$ cat src/rtl/project_pwm_update_scheduler.sv
// Shadow-write scheduler: host register writes are queued and committed to the
// PWM register file as one atomic batch on a selectable counter event.
module project_pwm_update_scheduler #(
  parameter int DEPTH  = 8,
  parameter int ADDR_W = 6,
  parameter int PTR_W  = 3
) (
  input  logic              i_clk,
  input  logic              i_reset_n,
  input  logic              i_wr_en,
  input  logic [ADDR_W-1:0] i_address,
  input  logic [7:0]        i_data,
  input  logic [1:0]        i_commit_mode,
  input  logic              i_commit_req,
  input  logic [15:0]       i_counter,
  input  logic [15:0]       i_period,
  input  logic              i_clear_overflow,
  output logic              o_reg_we,
  output logic [ADDR_W-1:0] o_reg_address,
  output logic [7:0]        o_reg_data,
  output logic [PTR_W:0]    o_level,
  output logic              o_full,
  output logic              o_empty,
  output logic              o_busy,
  output logic              o_overflow
);

  typedef enum logic [1:0] {S_IDLE, S_ARMED, S_DRAIN} state_e;
  typedef enum logic [1:0] {
    MODE_IMM    = 2'b00,
    MODE_ZERO   = 2'b01,
    MODE_PERIOD = 2'b10,
    MODE_MANUAL = 2'b11
  } mode_e;

  localparam int             ENTRY_W = ADDR_W + 8;
  localparam logic [PTR_W:0] DEPTH_L = (PTR_W+1)'(DEPTH);

  logic [ENTRY_W-1:0] mem_q [DEPTH];
  state_e             state_q;
  logic [PTR_W:0]     wr_ptr_q, rd_ptr_q, rem_q, level;
  logic [15:0]        prev_counter_q;
  logic               reg_we_q, overflow_q;
  logic [ADDR_W-1:0]  reg_address_q;
  logic [7:0]         reg_data_q;
  logic               full, empty, push, pop;
  logic               zero_evt, period_evt, commit_evt;

  // Pointers carry an extra MSB so a full FIFO is distinguishable from an empty one.
  assign level = wr_ptr_q - rd_ptr_q;
  assign full  = (level == DEPTH_L);
  assign empty = (level == '0);
  assign push  = i_wr_en && !full;

  // Edge-qualified events: a counter parked on zero/period fires only once.
  assign zero_evt   = (i_counter == 16'd0) && (prev_counter_q != 16'd0);
  assign period_evt = (i_counter == i_period) && (prev_counter_q != i_period);

  always_comb begin
    // NOTE: every always_comb output gets a default first so no latch is inferred.
    commit_evt = 1'b0;
    case (mode_e'(i_commit_mode))
      MODE_IMM:    commit_evt = 1'b1;
      MODE_ZERO:   commit_evt = zero_evt;
      MODE_PERIOD: commit_evt = period_evt;
      MODE_MANUAL: commit_evt = i_commit_req;
      default:     commit_evt = 1'b0;
    endcase
  end

  // The first entry of a batch is popped on the event edge itself; rem_q counts the rest.
  assign pop = ((state_q == S_ARMED) && commit_evt && !empty) ||
               ((state_q == S_DRAIN) && (rem_q != '0));

  // NOTE: FIFO storage is deliberately not reset; the pointers alone define valid entries.
  always_ff @(posedge i_clk) begin
    if (push) mem_q[wr_ptr_q[PTR_W-1:0]] <= {i_address, i_data};
  end

  // NOTE: sequential state uses non-blocking assignments only, so all registers update together.
  always_ff @(posedge i_clk or negedge i_reset_n) begin
    if (!i_reset_n) begin
      state_q        <= S_IDLE;
      wr_ptr_q       <= '0;
      rd_ptr_q       <= '0;
      rem_q          <= '0;
      prev_counter_q <= '0;
      reg_we_q       <= 1'b0;
      reg_address_q  <= '0;
      reg_data_q     <= '0;
      overflow_q     <= 1'b0;
    end else begin
      prev_counter_q <= i_counter;
      reg_we_q       <= pop;
      if (push) wr_ptr_q <= wr_ptr_q + 1'b1;
      if (pop) begin
        rd_ptr_q                     <= rd_ptr_q + 1'b1;
        {reg_address_q, reg_data_q}  <= mem_q[rd_ptr_q[PTR_W-1:0]];
      end
      if (i_wr_en && full)        overflow_q <= 1'b1;
      else if (i_clear_overflow)  overflow_q <= 1'b0;

      case (state_q)
        S_IDLE: begin
          if (push) state_q <= S_ARMED;
        end
        S_ARMED: begin
          if (pop) begin
            state_q <= S_DRAIN;
            rem_q   <= level - 1'b1;
          end
        end
        S_DRAIN: begin
          if (rem_q != '0) rem_q   <= rem_q - 1'b1;
          else             state_q <= (!empty || push) ? S_ARMED : S_IDLE;
        end
        default: state_q <= S_IDLE;
      endcase
    end
  end

  assign o_reg_we      = reg_we_q;
  assign o_reg_address = reg_address_q;
  assign o_reg_data    = reg_data_q;
  assign o_level       = level;
  assign o_full        = full;
  assign o_empty       = empty;
  assign o_busy        = (state_q == S_DRAIN);
  assign o_overflow    = overflow_q;

endmodule
$ cat config.mk
export PLATFORM = sky130hd
export DESIGN_NAME = project_pwm_update_scheduler
export DESIGN_NICKNAME = d
export VERILOG_FILES = /design/src/rtl/project_pwm_update_scheduler.sv
export SDC_FILE = /design/constraint.sdc
export NUM_CORES = 1
export LEC_CHECK = 0
export CAP_MARGIN = 20
export CORE_ASPECT_RATIO = 0.8
export CORE_UTILIZATION = 28
export CTS_BUF_LIST = sky130_fd_sc_hd__clkbuf_16
export DETAILED_ROUTE_END_ITERATION = 16
export RECOVER_POWER = 25
export SLEW_MARGIN = 15
export SYNTH_ARGS = -nofsm -noshare
export SYNTH_HDL_FRONTEND = slang
export SYNTH_SLANG_ARGS = --single-unit
$ cat constraint.sdc
create_clock -name i_clk -period 4.6 [get_ports i_clk]
set_clock_uncertainty 0.05 [all_clocks]
set_input_delay 0.92 -clock i_clk [delete_from_list [all_inputs] [get_ports i_clk]]
set_output_delay 0.92 -clock i_clk [all_outputs]
set_load 0.05 [all_outputs]
# Word level (Yosys, flattened, before mapping)
# Memory sizes are Yosys's and may differ from the RTL's. A register that Yosys moved wholly into a read port is not among the register bits.
# Index checks and enable logic that the tools add are counted.
# classes
n_addsub,5
eq_ne,12
n_mux,13
reduce_logical,22
# ops
op,count
$eq A16 B16 Y1,1
$logic_not A16 Y1,1
$ne A16 B16 Y1,1
$reduce_bool A16 Y1,1
$add A4 B1 Y4 const B,2
$mux W4,2
$pmux W4 S2,1
$sub A4 B1 Y4 const B,2
$logic_and A1 B1 Y1,7
$eq A2 B2 Y1 const B,3
$mux W2,3
$ne A2 B2 Y1 const B,3
$pmux W2 S3,1
$reduce_and A3 Y1,2
$mux W1,5
$eq A2 B1 Y1 const B,2
$eq A4 B4 Y1 const B,1
$logic_not A2 Y1,2
$logic_not A4 Y1,1
$pmux W1 S4,1
$reduce_bool A2 Y1,2
$reduce_bool A4 Y1,1
$sub A4 B4 Y4,1
$logic_not A1 Y1,3
2 further kinds,3
# word_totals
regBits,32
ram_bits,112
input_bits,53
out_inout_bits,23
wordCells,60
mem_count,1
# memory_table
memory,words,word_bits,read_ports,rd_clocked_by_memory_dff,write_ports,line,rtl
mem_q,8,14,1,1,1,39,logic [ENTRY_W-1:0] mem_q [DEPTH];

# Depth between registers and ports, before layout
# logic_depth
depth_word,8
depth_mapped,11
ltp_nobuf,10

# Worst setup path after synthesis
# OpenSTA, ideal clock, no wires.
# synth_timing
kind,reg-to-reg
startpoint,register rd_ptr_q[1]
endpoint,memory mem_q[2][0] in the netlist's numbering (enable)
setup_time_ns,0.427
arrival_time_ns,4.203
required_time_ns,4.123
setup_slack_ns,-0.079
path_stages_with_launch,8
path_buffers,1
period_less_slack_ns,4.679
cell_sequence,dfrtp_1 buf_1 inv_1 fa_1 xor2_1 or3_1 o21ai_0 nor4b_1
# synth_between
elab_chain_len,6
# synth_lines
item,line,rtl
"start, declared",41,"logic [PTR_W:0] wr_ptr_q, rd_ptr_q, rem_q, level;"
"start signal, assigned",97,rd_ptr_q <= rd_ptr_q + 1'b1;
$sub A4 B4 Y4,50,assign level = wr_ptr_q - rd_ptr_q;
named net o_level[2],21,"output logic [PTR_W:0] o_level,"
$eq A4 B4 Y1,51,assign full = (level == DEPTH_L);
$logic_not A1 Y1,53,assign push = i_wr_en && !full;
$logic_and A1 B1 Y1,53,
$mux W1,77,"if (push) mem_q[wr_ptr_q[PTR_W-1:0]] <= {i_address, i_data};"
$mux W1 (implied by the code),77,
"end, declared",39,
# The timed path passes the listed nets, and every way through them passes these cells.

# Worst setup path after layout
# layout_timing
startpoint,register wr_ptr_q[0]
endpoint,output port o_full
# layout_between
elab_chain_len,2
# layout_lines
item,line,rtl
"start, declared",41,
"start signal, assigned",95,if (push) wr_ptr_q <= wr_ptr_q + 1'b1;
$sub A4 B4 Y4,50,
$eq A4 B4 Y1,51,
"end, declared",22,"output logic o_full,"
# Every way passes these cells.

==> impl_results.md <==
* Run status: complete, but fails checks
* Violations in the final reports: capacitance limit, slew limit
* Post-synthesis adder-cell area fraction at 1.43%
* PortBufs at 75
* Clk buf depth at 2
* XOR/XNOR share of the synthesized area at 4.99%
* Asr flop ratio synth at 29.1%
* DR WL/cell at 17.1 um
* Total I/O pin count at 76
* Instance area at placement at 7870 um^2
* Core Footprint at 23400 um^2
* Number of cells upsized or downsized after cts at 0
* Global-route wire length before repair at 22200 um
* Area Overhead vs Synth at 26.7%
* Top fanout value on the critical path at 8
* Number of instances in the synthesized netlist at 407
* Kind of critical path: flop to output pin
* Proportion of netlist area held by the largest area contributor at 50.4%
* Number of buffers added by the clock tree synthesis step at 17
* Average via count per standard cell at 4.53
* Post-synth EDFFs at 112
* Depth of the CTS H-tree at 4
* Finished Layout Cells at 827
* Area fraction in compound gates after synthesis at 3.10%
* Floorplan die width at 175 um
* Maximum vdd ir drop at 0.382 mV
* Fin worst setup slack at 326 ps
* Count of placed standard cells including taps at 794
* DRC at 0
* Router iterations before antenna repair at 4
* Share of cells above drive strength 1 at 20.8%
* Total power density per cell area at 694 nW/um^2
* Initial antenna violation count at 1
* Via total after detailed routing at 3750
* Sum of routed wire length over all layers at 14200 um
* Min-Delay Path Class: input port to async pin
* Max Slew Vio Count at 44
* Measured slew at the worst slew-check pin at 2470 ps
* Accumulated negative setup slack at 0 ps
* Post-CTS setup-driven buffer insertion count at 0
* Starting utilization of the core area at 28.5%
* Total Die Area at 24400 um^2
* Total area of multi-input combinational cells at 2060 um^2
* Cell at the root of the clock tree: sky130_fd_sc_hd__clkbuf_16
* Simple-gate share of the synthesized area at 7.73%
* Setup slack on the worst flop-to-flop path at 1130 ps
* Number of DRC markers in iteration 0 at 299
* Hold Fails Final Rpt at 0
* Yosys Warn Count at 0
* Antenna-violating nets left at 0
* Reg-to-reg critical path endpoint: mem_q[7][0]
* Clock network latency to the later pin of the worst-skew pair at 410 ps
* Synthesized net count at 467
* Slew headroom at -64.4%
* Final worst path period need at 4270 ps
* Most used flip-flop cell after synthesis: sky130_fd_sc_hd__edfxtp_1
* Count of state elements after synthesis at 158
* CTS tree: done
* Post-synthesis area per instance at 16.4 um^2
* Hpwl dp at 9210 um
* Worst-case setup slack after placement at 770 ps
* Main combinational cell family by area after synthesis: multiplexers
* Leakage power figure at 3.01 nW
* Multiplexer share of the synthesized area at 13.1%
* RSZ-0062 raised after global routing: false
* Maximum number of pins on one net before global-route repair at 44
* Final design area excluding fillers at 8450 um^2
* Routability congestion estimate at 0.860
* Data required time of the critical path at 3630 ps
* Share of the clock period used by the worst path after layout at 92.9%
* Clock transition at the register clock pins on the worst setup and hold paths after CTS at 70 ps
* # Max-Cap Violations at 1
* Launching element type of the critical path: flop
* End point of the critical path: o_full
* Worst Reg2Reg Path Length in Cells at 10
* Max Fclk at 0.234 GHz
* Final global-route overflow total at 0
* Worst hold slack at 263 ps
* Number of distinct library cells after synthesis at 48
* Critical path data arrival time at 3300 ps
* Total setup violations reported at the end of the flow at 0
* Site row count at 50
* Crit. Startpoint: wr_ptr_q[0]
* Top cells by area, synth: sky130_fd_sc_hd__edfxtp_1, sky130_fd_sc_hd__dfrtp_1, sky130_fd_sc_hd__mux4_2
* TritonCTS sink count at 158
* Total Nets Final at 561
* Hold-fix buffers at CTS at 0
* Startpoint of the worst-slack reg-to-reg timing path: wr_ptr_q[0]
* Storage element area at 4520 um^2
* Post-Synthesis Cell Area at 6670 um^2
* Number of fill cells in the layout at 2224
* Via count of the first global-routing pass at 3956
* Cell type contributing the most total cell area after synthesis: sky130_fd_sc_hd__edfxtp_1
* Worst setup EP type: output pin
* Fraction of the yosys area taken by sequential cells at 67.7%
* Die H at 140 um
* Overall track demand over capacity in global routing at 12.2%
registers in the layout, summed over array words and instances (netlist names):
signal and count:
rem_q 4, mem_q 112, rd_ptr_q 4, o_reg_we 1, o_overflow 1, o_reg_address 6, o_reg_data 8, wr_ptr_q 4
state_q 2, prev_counter_q 16
cells by family (layout without fill, tap and decap cells):
| group | after synthesis | in the layout |
|---|---|---|
| other | 0 | 1 |
| xor gates and xnor gates | 38 | 38 |
| muxes | 47 | 47 |
| AOI/OAI and AO/OA | 26 | 26 |
| DFF | 158 | 158 |
| adders and majority gates | 7 | 7 |
| and+or+nand+nor | 103 | 103 |
| buffers and inverters | 28 | 135 |
critical path: stages, from the launching register on:
cell,delay [ps]
sky130_fd_sc_hd__dfrtp_1,540
sky130_fd_sc_hd__inv_1,180
sky130_fd_sc_hd__ha_1,250
sky130_fd_sc_hd__inv_1,70
sky130_fd_sc_hd__fa_1,480
sky130_fd_sc_hd__or3_1,460
sky130_fd_sc_hd__nor2_1,100
sky130_fd_sc_hd__clkdlybuf4s50_1,810
cell usage after synthesis (all sizes together) (2+ instances only):
library cell	number
a31oi	3
nor2	4
mux2i	2
nand2	50
dfrtp	46
o221ai	2
o32ai	2
nor3	6
mux2	17
o21a	3
edfxtp	112
nand2b	3
o21ai	7
nand3	7
a211oi	2
nor4	15
nor2b	2
nand4	8
or3	2
xnor2	21
inv	15
mux4	28
a21oi	2
buf	9
clkbuf	4
ha	6
xor2	17
metal layers:
layer / GRT usage (%) / vias up / wire length, um
met3: 3.01 / 11 / 844
met4: 3.57 / 0 / 86
met2: 19.4 / 106 / 6580
met1: 16.4 / 1889 / 6660
met5: 0 / - / 0
li1: - / 1744 / -
placed cells by master (no fill, tap or decap), types with 3 or more instances in the layout:
cell                              Yosys  final
sky130_fd_sc_hd__dlygate4sd3_1        0     19
sky130_fd_sc_hd__nand2_1             50     50
sky130_fd_sc_hd__dfrtp_1             46     45
sky130_fd_sc_hd__nand3_1              7      7
sky130_fd_sc_hd__nand4_1              8      8
sky130_fd_sc_hd__ha_1                 6      6
sky130_fd_sc_hd__mux2_2               8      8
sky130_fd_sc_hd__xnor2_1             21     21
sky130_fd_sc_hd__nor4_1              14     12
sky130_fd_sc_hd__mux2_4               9      9
sky130_fd_sc_hd__clkdlybuf4s50_1      0     54
sky130_fd_sc_hd__o21a_1               3      3
sky130_fd_sc_hd__clkinvlp_4           0      3
sky130_fd_sc_hd__nand2b_1             3      3
sky130_fd_sc_hd__clkbuf_16            0     17
sky130_fd_sc_hd__inv_6                1      6
sky130_fd_sc_hd__nor3_2               1      4
sky130_fd_sc_hd__mux4_2              28     28
sky130_fd_sc_hd__nor2_1               4      4
sky130_fd_sc_hd__edfxtp_1           112    112
sky130_fd_sc_hd__xor2_1              17     17
sky130_fd_sc_hd__nor4_2               1      3
sky130_fd_sc_hd__o21ai_0              6      6
sky130_fd_sc_hd__inv_1               14     15
sky130_fd_sc_hd__buf_4                0     13
stage by stage:
stage | power (mW) | utilization [%]
2_1_floorplan | 3.83 | -
3_3_place_gp | 4.51 | 33.6
3_5_place_dp | 4.57 | 33.6
4_1_cts | 5.95 | 36.1
5_1_grt | 6.20 | 36.1
6_report | 5.86 | 36.1
how the worst min path moves through the flow:
stage,endpoint,cells after the start
2_1_floorplan,state_q[0],1
3_3_place_gp,state_q[0],1
3_5_place_dp,state_q[0],1
4_1_cts,o_overflow,1
5_1_grt,o_overflow,1
6_report,o_overflow,1
cell type report:
type                       instances  area share, %
antenna                            1         0.0296
clock buffer                      17           5.04
clock inverter                    15           1.81
inverter                          15          0.726
multi-input combinational        221           24.4
sequential                       158           53.5
tap                              312           4.62
timing repair buffer              88           9.89
power breakdown:
group | leakage, nW | switching, mW | total (mW) | internal, mW
Combinational | 1.18 | 1.48 | 2.50 | 1.03
Clock | 0.279 | 0.592 | 1.35 | 0.762
Sequential | 1.55 | 0.156 | 2.01 | 1.85
Total | 3.01 | 2.22 | 5.86 | 3.64
No activity file was read; power rests on OpenSTA's default activity.
